$ cat src/rtl/multi_rate_bit_encoder_pkg.sv
// ============================================================================
// Module : iso14443a_enc_pkg
// Brief  : Shared types and helpers for the multi-rate PICC bit encoder.
// Rev    : 1.0
// ============================================================================
`default_nettype none

package iso14443a_enc_pkg;

  typedef enum logic [1:0] {
    BR_106 = 2'd0,
    BR_212 = 2'd1,
    BR_424 = 2'd2,
    BR_848 = 2'd3
  } bit_rate_t;

  typedef enum logic {
    ENC_MANCHESTER = 1'b0,
    ENC_BPSK       = 1'b1
  } enc_mode_t;

  // Each rate step halves the number of carrier ticks per bit.
  function automatic int unsigned bit_period(input int unsigned max_ticks,
                                             input bit_rate_t   r);
    return max_ticks >> r;
  endfunction

endpackage

`default_nettype wire

$ cat src/rtl/multi_rate_bit_encoder_if.sv
// ============================================================================
// Module : multi_rate_bit_encoder_if
// Brief  : Control, handshake and line-output bundle of the bit encoder.
// Rev    : 1.0
// ============================================================================
`default_nettype none

interface multi_rate_bit_encoder_if;

  logic       en;
  logic [1:0] rate;
  logic       mode;
  logic       data;
  logic       data_valid;
  logic       data_ready;
  logic       encoded_data;
  logic       lm_out;
  logic       last_tick;
  logic       underrun;
  logic       busy;

  modport master (
    output en, rate, mode, data, data_valid,
    input  data_ready, encoded_data, lm_out, last_tick, underrun, busy
  );

  modport slave (
    input  en, rate, mode, data, data_valid,
    output data_ready, encoded_data, lm_out, last_tick, underrun, busy
  );

endinterface

`default_nettype wire

$ cat src/rtl/multi_rate_bit_encoder_bit_period_counter.sv
// ============================================================================
// Module : bit_period_counter
// Brief  : Tick counter over one bit period with start/last/half/subcarrier strobes.
// Rev    : 1.0
// ============================================================================
`default_nettype none

module bit_period_counter
  import iso14443a_enc_pkg::*;
#(
  parameter int unsigned MAX_BIT_TICKS = 128,
  parameter int unsigned SC_DIV        = 16
) (
  input  logic      clk,
  input  logic      rst_n,
  input  logic      i_en,
  input  bit_rate_t i_rate,
  output logic      o_start,
  output logic      o_last_tick,
  output logic      o_second_half,
  output logic      o_sc
);

  localparam int unsigned c_CW     = $clog2(MAX_BIT_TICKS);
  localparam int unsigned c_SC_MSB = $clog2(SC_DIV) - 1;

  logic [c_CW-1:0] r_count;
  logic [c_CW-1:0] w_last_cnt;
  logic [c_CW-1:0] w_half_cnt;
  logic            w_wrap;

  assign w_last_cnt = c_CW'(bit_period(MAX_BIT_TICKS, i_rate) - 1);
  assign w_half_cnt = c_CW'(bit_period(MAX_BIT_TICKS, i_rate) >> 1);
  assign w_wrap     = (r_count == w_last_cnt);

  always_ff @(posedge clk or negedge rst_n) begin
    if (!rst_n) begin
      r_count <= '0;
    end else if (!i_en || w_wrap) begin
      r_count <= '0;
    end else begin
      r_count <= r_count + c_CW'(1);
    end
  end

  assign o_start       = i_en && (r_count == '0);
  assign o_last_tick   = i_en && w_wrap;
  assign o_second_half = (r_count >= w_half_cnt);
  // Periods are whole multiples of SC_DIV, so this bit gives a bit-aligned subcarrier.
  assign o_sc          = ~r_count[c_SC_MSB];

endmodule

`default_nettype wire

$ cat src/rtl/multi_rate_bit_encoder.sv
// ============================================================================
// Module : multi_rate_bit_encoder
// Brief  : Multi-rate Manchester/BPSK PICC bit encoder with subcarrier load modulation.
// Rev    : 1.0
// ============================================================================
`default_nettype none

module multi_rate_bit_encoder
  import iso14443a_enc_pkg::*;
#(
  parameter int unsigned MAX_BIT_TICKS = 128,
  parameter int unsigned SC_DIV        = 16
) (
  input  logic                      clk,
  input  logic                      rst_n,
  multi_rate_bit_encoder_if.slave   bus
);

  bit_rate_t r_rate;
  enc_mode_t r_mode;
  logic      r_hold;
  logic      r_hold_full;
  logic      r_cur_bit;
  logic      r_idle;
  logic      r_enc;
  logic      r_lm;

  logic      w_start;
  logic      w_last_tick;
  logic      w_second_half;
  logic      w_sc;
  logic      w_bit;
  logic      w_idle;
  logic      w_enc;
  logic      w_lm;

  bit_period_counter #(
    .MAX_BIT_TICKS (MAX_BIT_TICKS),
    .SC_DIV        (SC_DIV)
  ) u_counter (
    .clk           (clk),
    .rst_n         (rst_n),
    .i_en          (bus.en),
    .i_rate        (r_rate),
    .o_start       (w_start),
    .o_last_tick   (w_last_tick),
    .o_second_half (w_second_half),
    .o_sc          (w_sc)
  );

  // Configuration only tracks the inputs while idle; a running stream keeps its rate/mode.
  always_ff @(posedge clk or negedge rst_n) begin
    if (!rst_n) begin
      r_rate <= BR_106;
      r_mode <= ENC_MANCHESTER;
    end else if (!bus.en) begin
      r_rate <= bit_rate_t'(bus.rate);
      r_mode <= enc_mode_t'(bus.mode);
    end
  end

  // Consume and accept are exclusive: a consume only happens while the register is full.
  always_ff @(posedge clk or negedge rst_n) begin
    if (!rst_n) begin
      r_hold      <= 1'b0;
      r_hold_full <= 1'b0;
      r_cur_bit   <= 1'b0;
      r_idle      <= 1'b1;
    end else begin
      if (w_start) begin
        r_idle <= !r_hold_full;
      end
      if (w_start && r_hold_full) begin
        r_cur_bit   <= r_hold;
        r_hold_full <= 1'b0;
      end else if (bus.data_valid && !r_hold_full) begin
        r_hold      <= bus.data;
        r_hold_full <= 1'b1;
      end
    end
  end

  // Tick 0 must already use the bit being loaded this cycle.
  always_comb begin
    w_bit  = w_start ? r_hold : r_cur_bit;
    w_idle = w_start ? !r_hold_full : r_idle;
    w_enc  = 1'b0;
    w_lm   = 1'b0;
    if (!w_idle) begin
      if (r_mode == ENC_BPSK) begin
        w_enc = w_bit;
        w_lm  = w_bit ? w_sc : !w_sc;
      end else begin
        w_enc = w_second_half ? !w_bit : w_bit;
        w_lm  = w_enc & w_sc;
      end
    end
  end

  always_ff @(posedge clk or negedge rst_n) begin
    if (!rst_n) begin
      r_enc <= 1'b0;
      r_lm  <= 1'b0;
    end else if (!bus.en) begin
      r_enc <= 1'b0;
      r_lm  <= 1'b0;
    end else begin
      r_enc <= w_enc;
      r_lm  <= w_lm;
    end
  end

  assign bus.data_ready   = !r_hold_full;
  assign bus.encoded_data = r_enc;
  assign bus.lm_out       = r_lm;
  assign bus.last_tick    = w_last_tick;
  assign bus.underrun     = w_start && !r_hold_full;
  assign bus.busy         = bus.en;

endmodule

`default_nettype wire

$ cat src/flat_wrapper.sv
// flat-port wrapper written by rule: the top's interface ports become plain ports
module multi_rate_bit_encoder_flat import iso14443a_enc_pkg::*;
#(
  parameter int unsigned MAX_BIT_TICKS = 128,
  parameter int unsigned SC_DIV        = 16
)
  (clk, rst_n, bus_en, bus_rate, bus_mode, bus_data, bus_data_valid, bus_data_ready, bus_encoded_data, bus_lm_out, bus_last_tick, bus_underrun, bus_busy);
  multi_rate_bit_encoder_if bus_i ();
  input  logic clk;
  input  logic rst_n;
  input wire logic [$bits(bus_i.en)-1:0] bus_en;
  input wire logic [$bits(bus_i.rate)-1:0] bus_rate;
  input wire logic [$bits(bus_i.mode)-1:0] bus_mode;
  input wire logic [$bits(bus_i.data)-1:0] bus_data;
  input wire logic [$bits(bus_i.data_valid)-1:0] bus_data_valid;
  output wire logic [$bits(bus_i.data_ready)-1:0] bus_data_ready;
  output wire logic [$bits(bus_i.encoded_data)-1:0] bus_encoded_data;
  output wire logic [$bits(bus_i.lm_out)-1:0] bus_lm_out;
  output wire logic [$bits(bus_i.last_tick)-1:0] bus_last_tick;
  output wire logic [$bits(bus_i.underrun)-1:0] bus_underrun;
  output wire logic [$bits(bus_i.busy)-1:0] bus_busy;
  assign bus_i.en = bus_en;
  assign bus_i.rate = bus_rate;
  assign bus_i.mode = bus_mode;
  assign bus_i.data = bus_data;
  assign bus_i.data_valid = bus_data_valid;
  assign bus_data_ready = bus_i.data_ready;
  assign bus_encoded_data = bus_i.encoded_data;
  assign bus_lm_out = bus_i.lm_out;
  assign bus_last_tick = bus_i.last_tick;
  assign bus_underrun = bus_i.underrun;
  assign bus_busy = bus_i.busy;
  multi_rate_bit_encoder #(.MAX_BIT_TICKS(MAX_BIT_TICKS), .SC_DIV(SC_DIV)) u_core (.clk(clk), .rst_n(rst_n), .bus(bus_i));
endmodule
$ cat config.mk
export PLATFORM = sky130hd
export DESIGN_NAME = multi_rate_bit_encoder_flat
export DESIGN_NICKNAME = d
export VERILOG_FILES = /design/src/rtl/multi_rate_bit_encoder_pkg.sv /design/src/rtl/multi_rate_bit_encoder_if.sv /design/src/rtl/multi_rate_bit_encoder_bit_period_counter.sv /design/src/rtl/multi_rate_bit_encoder.sv /design/src/flat_wrapper.sv
export SDC_FILE = /design/constraint.sdc
export NUM_CORES = 1
export LEC_CHECK = 0
export BUFFER_PORTS_ARGS = -buffer_cell sky130_fd_sc_hd__buf_2
export CAP_MARGIN = 20
export CORE_MARGIN = 2
export CORE_UTILIZATION = 50
export CTS_CLUSTER_DIAMETER = 50
export DETAILED_ROUTE_END_ITERATION = 6
export PLACE_DENSITY_LB_ADDON = 0.2
export REMOVE_ABC_BUFFERS = 1
export SLEW_MARGIN = 40
export SYNTH_ARGS = -nofsm -noshare
export SYNTH_HDL_FRONTEND = slang
export SYNTH_SLANG_ARGS = --single-unit
$ cat constraint.sdc
create_clock -name clk -period 2.6 [get_ports clk]
set_input_delay 0.26 -clock clk [delete_from_list [all_inputs] [get_ports clk]]
set_output_delay 0.26 -clock clk [all_outputs]
set_load 0.005 [all_outputs]
* Yosys cells after proc, flatten, opt, wreduce, memory -nomap -nowiden
Index checks and enable logic that the tools add are counted.
** Cells by class
- Shifts and indexed selects :: 1
- Muxes and demuxes :: 13
- Bitwise gates (word level) :: 3
- Reductions and logical operators :: 12
- Equality and inequality tests :: 1
- Order comparisons :: 1
- $add $sub $neg :: 2
** Operators by type and width (number)
- $mux 1 :: 12
- $shr 8x2->8 const A :: 1
- $add 7x1->7 const B :: 1
- $eq 7x7->1 :: 1
- $ge 7x7->1 :: 1
- $logic_not 7->1 :: 1
- $mux 7 :: 1
- $sub 7x1->7 const B :: 1
- $logic_and 1x1->1 :: 5
- $logic_not 1->1 :: 3
- $not 1->1 :: 2
- $reduce_and 2->1 :: 1
- $reduce_bool 2->1 :: 1
- $and 1x1->1 :: 1
- $logic_or 1x1->1 :: 1
** Word-level totals
- Logic and storage cells :: 42
- Input port bits :: 8
- Flip-flop bits (word level) :: 16
- Output and inout port bits :: 6

* Logic depth before layout (Yosys ltp)
- Word-level depth :: 9
- Depth in mapped cells :: 6
- Mapped depth without buffers :: 6

* Modules after synthesis
Synthesis repeated with hierarchy kept, for this count alone.
** Second synthesis, totals
- Cells, all modules :: 94
- Area, all modules :: 989.7 um^2
** Modules (own cells, without submodules)
- bit_period_counter :: times used 1, area an instance 568.0 um^2, seq. area each 175.2 um^2, cells each 60
- multi_rate_bit_encoder :: times used 1, area an instance 421.7 um^2, seq. area each 226.5 um^2, cells each 34

* Worst setup path after synthesis
OpenSTA, ideal clock, no wires.
- Kind :: register to register
- From :: register u_core.r_rate[0]
- To :: register u_core.r_lm (netlist: u_core.bus.lm_out)
- Cell stages (with the launch flop) :: 7
- Data arrival time :: 1.662 ns
- Library setup time :: 0.084 ns
- Setup slack :: 0.854 ns
- Data required time :: 2.516 ns
- Path through :: dfrtp_1 > or2_2 > ha_1 > nor3_1 > a22oi_1 > a211o_2 > a41oi_2
** On the way
- Word-level cells in the longest chain between the ends :: 7
** Ends and longest elaborated chain
- from (decl) :: line multi_rate_bit_encoder.sv:19 : bit_rate_t r_rate;
- from (signal assigned) :: line multi_rate_bit_encoder.sv:57 : r_rate <= bit_rate_t'(bus.rate);
- $shr 8x2->8 :: line multi_rate_bit_encoder_pkg.sv:25 : return max_ticks >> r;
- $ge 7x7->1 :: line multi_rate_bit_encoder_bit_period_counter.sv:48 : assign o_second_half = (r_count >= w_half_cnt);
- $mux 1 :: line multi_rate_bit_encoder.sv:94 : w_enc = w_second_half ? !w_bit : w_bit;
- $and 1x1->1 :: line multi_rate_bit_encoder.sv:95 : w_lm = w_enc & w_sc;
- $mux 1 :: line multi_rate_bit_encoder.sv:90 : if (r_mode == ENC_BPSK) begin
- $mux 1 :: line multi_rate_bit_encoder.sv:89 : if (!w_idle) begin
- $mux 1 :: line multi_rate_bit_encoder.sv:104 : end else if (!bus.en) begin
- to (signal assigned) :: line multi_rate_bit_encoder.sv:109 : r_lm <= w_lm;
- to (decl) :: line multi_rate_bit_encoder.sv:26 : logic r_lm;
No other way between the ends.
A chain may end at the register's enable or synchronous reset.

* Final worst setup path
- From :: register u_core.u_counter.r_count[0]
- To :: output bus_underrun
** On the way
- Word-level cells in the longest chain between the ends :: 3
** Ends and longest elaborated chain
- from (decl) :: line multi_rate_bit_encoder_bit_period_counter.sv:27 : logic [c_CW-1:0] r_count;
- from (signal assigned) :: line multi_rate_bit_encoder_bit_period_counter.sv:42 : r_count <= r_count + c_CW'(1);
- $logic_not 7->1 :: line multi_rate_bit_encoder_bit_period_counter.sv:46 : assign o_start = i_en && (r_count == '0);
- $logic_and 1x1->1 :: line multi_rate_bit_encoder_bit_period_counter.sv:46
- $logic_and 1x1->1 :: line multi_rate_bit_encoder.sv:117 : assign bus.underrun = w_start && !r_hold_full;
- to (decl) :: line flat_wrapper.sv:20 : output wire logic [$bits(bus_i.underrun)-1:0] bus_underrun;
No other way between the ends.

==> impl_summary.log <==
[metrics] quantity of hold-fixing buffers added after cts: 1
[metrics] worst setup timing slack at the placement stage: 722 ps
[metrics] start point of the worst hold path: bus_mode
[metrics] first-pass GRT wire length: 2840 um
[metrics] capturing point of the worst reg2reg path: u_core.bus.lm_out$_DFF_PN0_
[metrics] sequential element share of the synthesized area: a little over 40%
[metrics] fraction of final layout cells with drive strength greater than 1: between 30% and 40%
[metrics] clock network latency to the later pin of the worst-skew pair: 290 ps
[metrics] sequential cell area: 402 um2
[metrics] cell with the most instances after synthesis: dfrtp_1
[metrics] Worst Setup Start Kind: register
[metrics] count of endpoints failing setup in the final report: 0
[metrics] leakage: 0.510 nW
[metrics] Arr. time, crit path: 1650 ps
[metrics] final antenna diode count: 0
[metrics] number of synthesized flops with an enable pin: 0
[metrics] Remaining Overflow, GRT: 0
[metrics] number of cells on the worst hold path: 2
[metrics] Detail Placement HPWL: 1260 um
[metrics] die outline width: 48.2 um
[metrics] area delta synth->final: 11.4%
[metrics] number of buffers added on ports: 13
[metrics] Worst R2R Path Depth: 6
[metrics] Resized cells post-CTS: 0
[metrics] Clock power frac: 25.6%
[metrics] detail-routed via count per cell: 5.35
[metrics] WHS Endpoint: u_core.r_mode$_DFFE_PN0N_
[metrics] Internal Pwr Total: between 0.0004 and 0.0005 W
[metrics] Root Buffer Master: clkbuf_4
[metrics] share of Yosys cell area claimed by the top area cell type: 38.4%
[metrics] final routed wirelength across all metal layers: 1690 um
[metrics] number of nets in the layout: around 120
[metrics] IO Count: 14
[metrics] area of combinational cells with multiple inputs: about 520 um2
[metrics] switching power: roughly 0.00019 W
[metrics] slowest library cell on the worst path: dfrtp_1
[metrics] Max Cap Viol: 0
[metrics] Fin Clk Skew: ~2.1 ps
[metrics] Sink Count: 16
[metrics] post-synthesis async set-or-reset flop share: 100%
[metrics] hold violation count in the final report: 0
[metrics] CTS tree: done
[metrics] number of global-route vias before repair: 667
[metrics] total power divided by cell area: 592 nW/um2
[metrics] Crit. End Element: output pin
[metrics] max-slew violation count: 0
[metrics] type of the tightest min-delay check: input pin to register
[metrics] classification of the worst setup path: register to output pin
[metrics] total number of vias: 711
[metrics] number of setup buffers added after CTS: 0
[metrics] initial DRC count: 8
[metrics] DR WL/cell: 12.7 um
[metrics] number of H-tree levels: 1
[metrics] Synth top cells by count: 15 x dfrtp_1, 9 x nor2_1, 7 x inv_1
[metrics] status: finished clean
[metrics] die area: 2320 um2
[metrics] maximum number of pins on one net before global-route repair: 17
[metrics] vertical die dimension: 48.2 um
[metrics] effective utilization at floorplan: 54.8%
[metrics] placeable core area: between 1500 and 2000 um2
[metrics] delay of the slowest cell on the worst path: 420 ps
[metrics] post-layout worst setup margin: 687 ps
[metrics] remaining max-slew budget at the tightest pin: 56.8%
[metrics] number of buffers between clock root and the deepest sink: 2
[metrics] post-synthesis instance area: 977 um2
[metrics] dominant synthesized flop cell: dfrtp_1
[metrics] switching part of the total power: 28.9%
[metrics] post-synthesis cell type count: 39
[metrics] slack of the worst reg-to-reg path: 710 ps
[metrics] measured slew at the worst slew-check pin: around 640 ps
[metrics] most area-consuming cells after synthesis: dfrtp_1 38%, ha_1 7.7%, mux2_2 4.6%
[metrics] Fin Setup TNS: 0 ps
[metrics] combinational fraction of design power: 25.0%
[metrics] fillers: 152
[metrics] TritonCTS Buffers: 3
[metrics] gp weighted congestion: 0.797
[metrics] part of the total power dissipated in sequential elements: 49.4%
[metrics] highest net fanout along the worst path: 4
[metrics] count of synthesis-stage warnings from yosys: 0
[metrics] residual antenna-violating net count after detailed routing: 0
[metrics] Yosys reg bits: 16
[metrics] DRC violations left: 0
[metrics] cell count after synthesis: 94
[metrics] initial antenna violation count: 0
[metrics] startpoint of the lowest-slack register-to-register path: u_core.r_rate[0]$_DFFE_PN0N_
[metrics] clock slew at the register clock pins of the worst setup and hold paths: approximately 100 ps
[metrics] required time at the worst-slack endpoint: 2340 ps
[metrics] drt pass-1 iters: 4
[metrics] setup repair after global routing missed its margin: no
[metrics] mean post-synth cell area: 10.4 um2
[metrics] final worst path period share: 73.6%
[metrics] crit path time final: ~1900 ps
[metrics] Fmax achieved: roughly 0.52 GHz
[metrics] overall routing resource usage: 17.4%
[metrics] largest area contributor in the synthesized netlist: dfrtp_1
[metrics] Cell Chain, Critical Path: inv_1, ha_1, nor3b_1, nand2_1, nor2_1, buf_2
[metrics] standard-cell rows: 15
[metrics] peak supply drop: 435 uV
-- worst max-delay path by stage --
stage | slack (ps) | end | from
2_1_floorplan | 850 | u_core.bus.lm_out$_DFF_PN0_ | u_core.r_rate[0]$_DFFE_PN0N_
3_3_place_gp | 750 | u_core.bus.lm_out$_DFF_PN0_ | u_core.r_rate[0]$_DFFE_PN0N_
3_5_place_dp | 720 | u_core.bus.lm_out$_DFF_PN0_ | u_core.r_rate[0]$_DFFE_PN0N_
4_1_cts | 660 | bus_underrun | u_core.u_counter.r_count[0]$_DFF_PN0_
5_1_grt | 540 | bus_last_tick | u_core.u_counter.r_count[3]$_DFF_PN0_
6_report | 690 | bus_underrun | u_core.u_counter.r_count[0]$_DFF_PN0_
-- critical path: cells and delay by family, from the launching register on --
family	cells	cell delay [ps]
flip-flops	1	420
adder cells (fa/ha/maj)	1	150
buffers and inverters	2	180
AND/OR/NAND/NOR	3	620
-- routing by layer --
metal  part of all wire [%]  global-route usage (%)  wire, um  vias to the layer above
met4                    1.0                    5.95        17                        0
met5                      0                       0         0                        -
met2                     47                    27.1       797                        8
met1                     49                    24.5       836                      339
met3                    2.5                    2.59        42                        2
li1                       -                       -         -                      362
-- cell usage in the layout (no fill, tap or decap), drive strengths merged, types with 2 or more instances in the layout --
cell type | Yosys | layout
o21ai | 5 | 5
a211o | 2 | 2
xor2 | 2 | 2
nor3b | 2 | 2
ha | 6 | 6
nand3 | 5 | 5
nand4 | 3 | 3
inv | 7 | 7
nand2 | 3 | 3
a21oi | 4 | 4
nand2b | 2 | 2
xnor2 | 3 | 3
nor2 | 9 | 9
and3 | 2 | 2
mux2 | 4 | 4
buf | 4 | 13
clkbuf | 0 | 4
dfrtp | 15 | 15
-- cells by family after synthesis --
kind of cell,synth area share [%]
AND/OR/NAND/NOR,20.4
buffers and inverters,5.89
flip-flops,41.1
AO/OA/AOI/OAI,15.9
adder cells (fa/ha/maj),7.68
multiplexers,4.61
XOR/XNOR,4.48
-- state kept, by name (all words and copies together), names as in the netlist --
register                  cells
u_core.u_counter.r_count      7
u_core.r_rate                 2
u_core.bus.encoded_data       1
u_core.bus.lm_out             1
u_core.r_cur_bit              1
u_core.r_hold                 1
u_core.r_hold_full            1
u_core.r_idle                 1
u_core.r_mode                 1
-- per-stage QoR --
| step | std cells | utilization (%) | area [um2] | power, W | hold slack [ps] |
|---|---|---|---|---|---|
| floorplan | 90 | - | 946 | 0.000437 | -35.6 |
| global placement | 128 | 58.5 | 1040 | 0.000480 | 191 |
| detailed placement | 128 | 58.5 | 1040 | 0.000484 | 201 |
| CTS | 133 | 61.1 | 1090 | 0.000652 | 190 |
| global route | 133 | 61.1 | 1090 | 0.000687 | 196 |
| finish | 133 | 61.1 | 1090 | 0.000644 | 198 |
-- layout make-up --
type	count	area share, %
clock buffers	4	3.33
repair buffers	14	6.90
inverters	7	2.41
multi-input cells	67	47.6
well taps	25	2.87
flip-flops and latches	16	36.9
-- power groups by stage --
stage / Clock (W) / Sequential (W) / Combinational, W
3_5_place_dp: 0 / 0.000322 / 0.000162
6_report: 0.000165 / 0.000318 / 0.000161
3_3_place_gp: 0 / 0.000322 / 0.000158
2_1_floorplan: 0 / 0.000318 / 0.000118
4_1_cts: 0.000170 / 0.000318 / 0.000164
5_1_grt: 0.000179 / 0.000325 / 0.000182
Note: power is estimated with default switching activity, not from simulation.
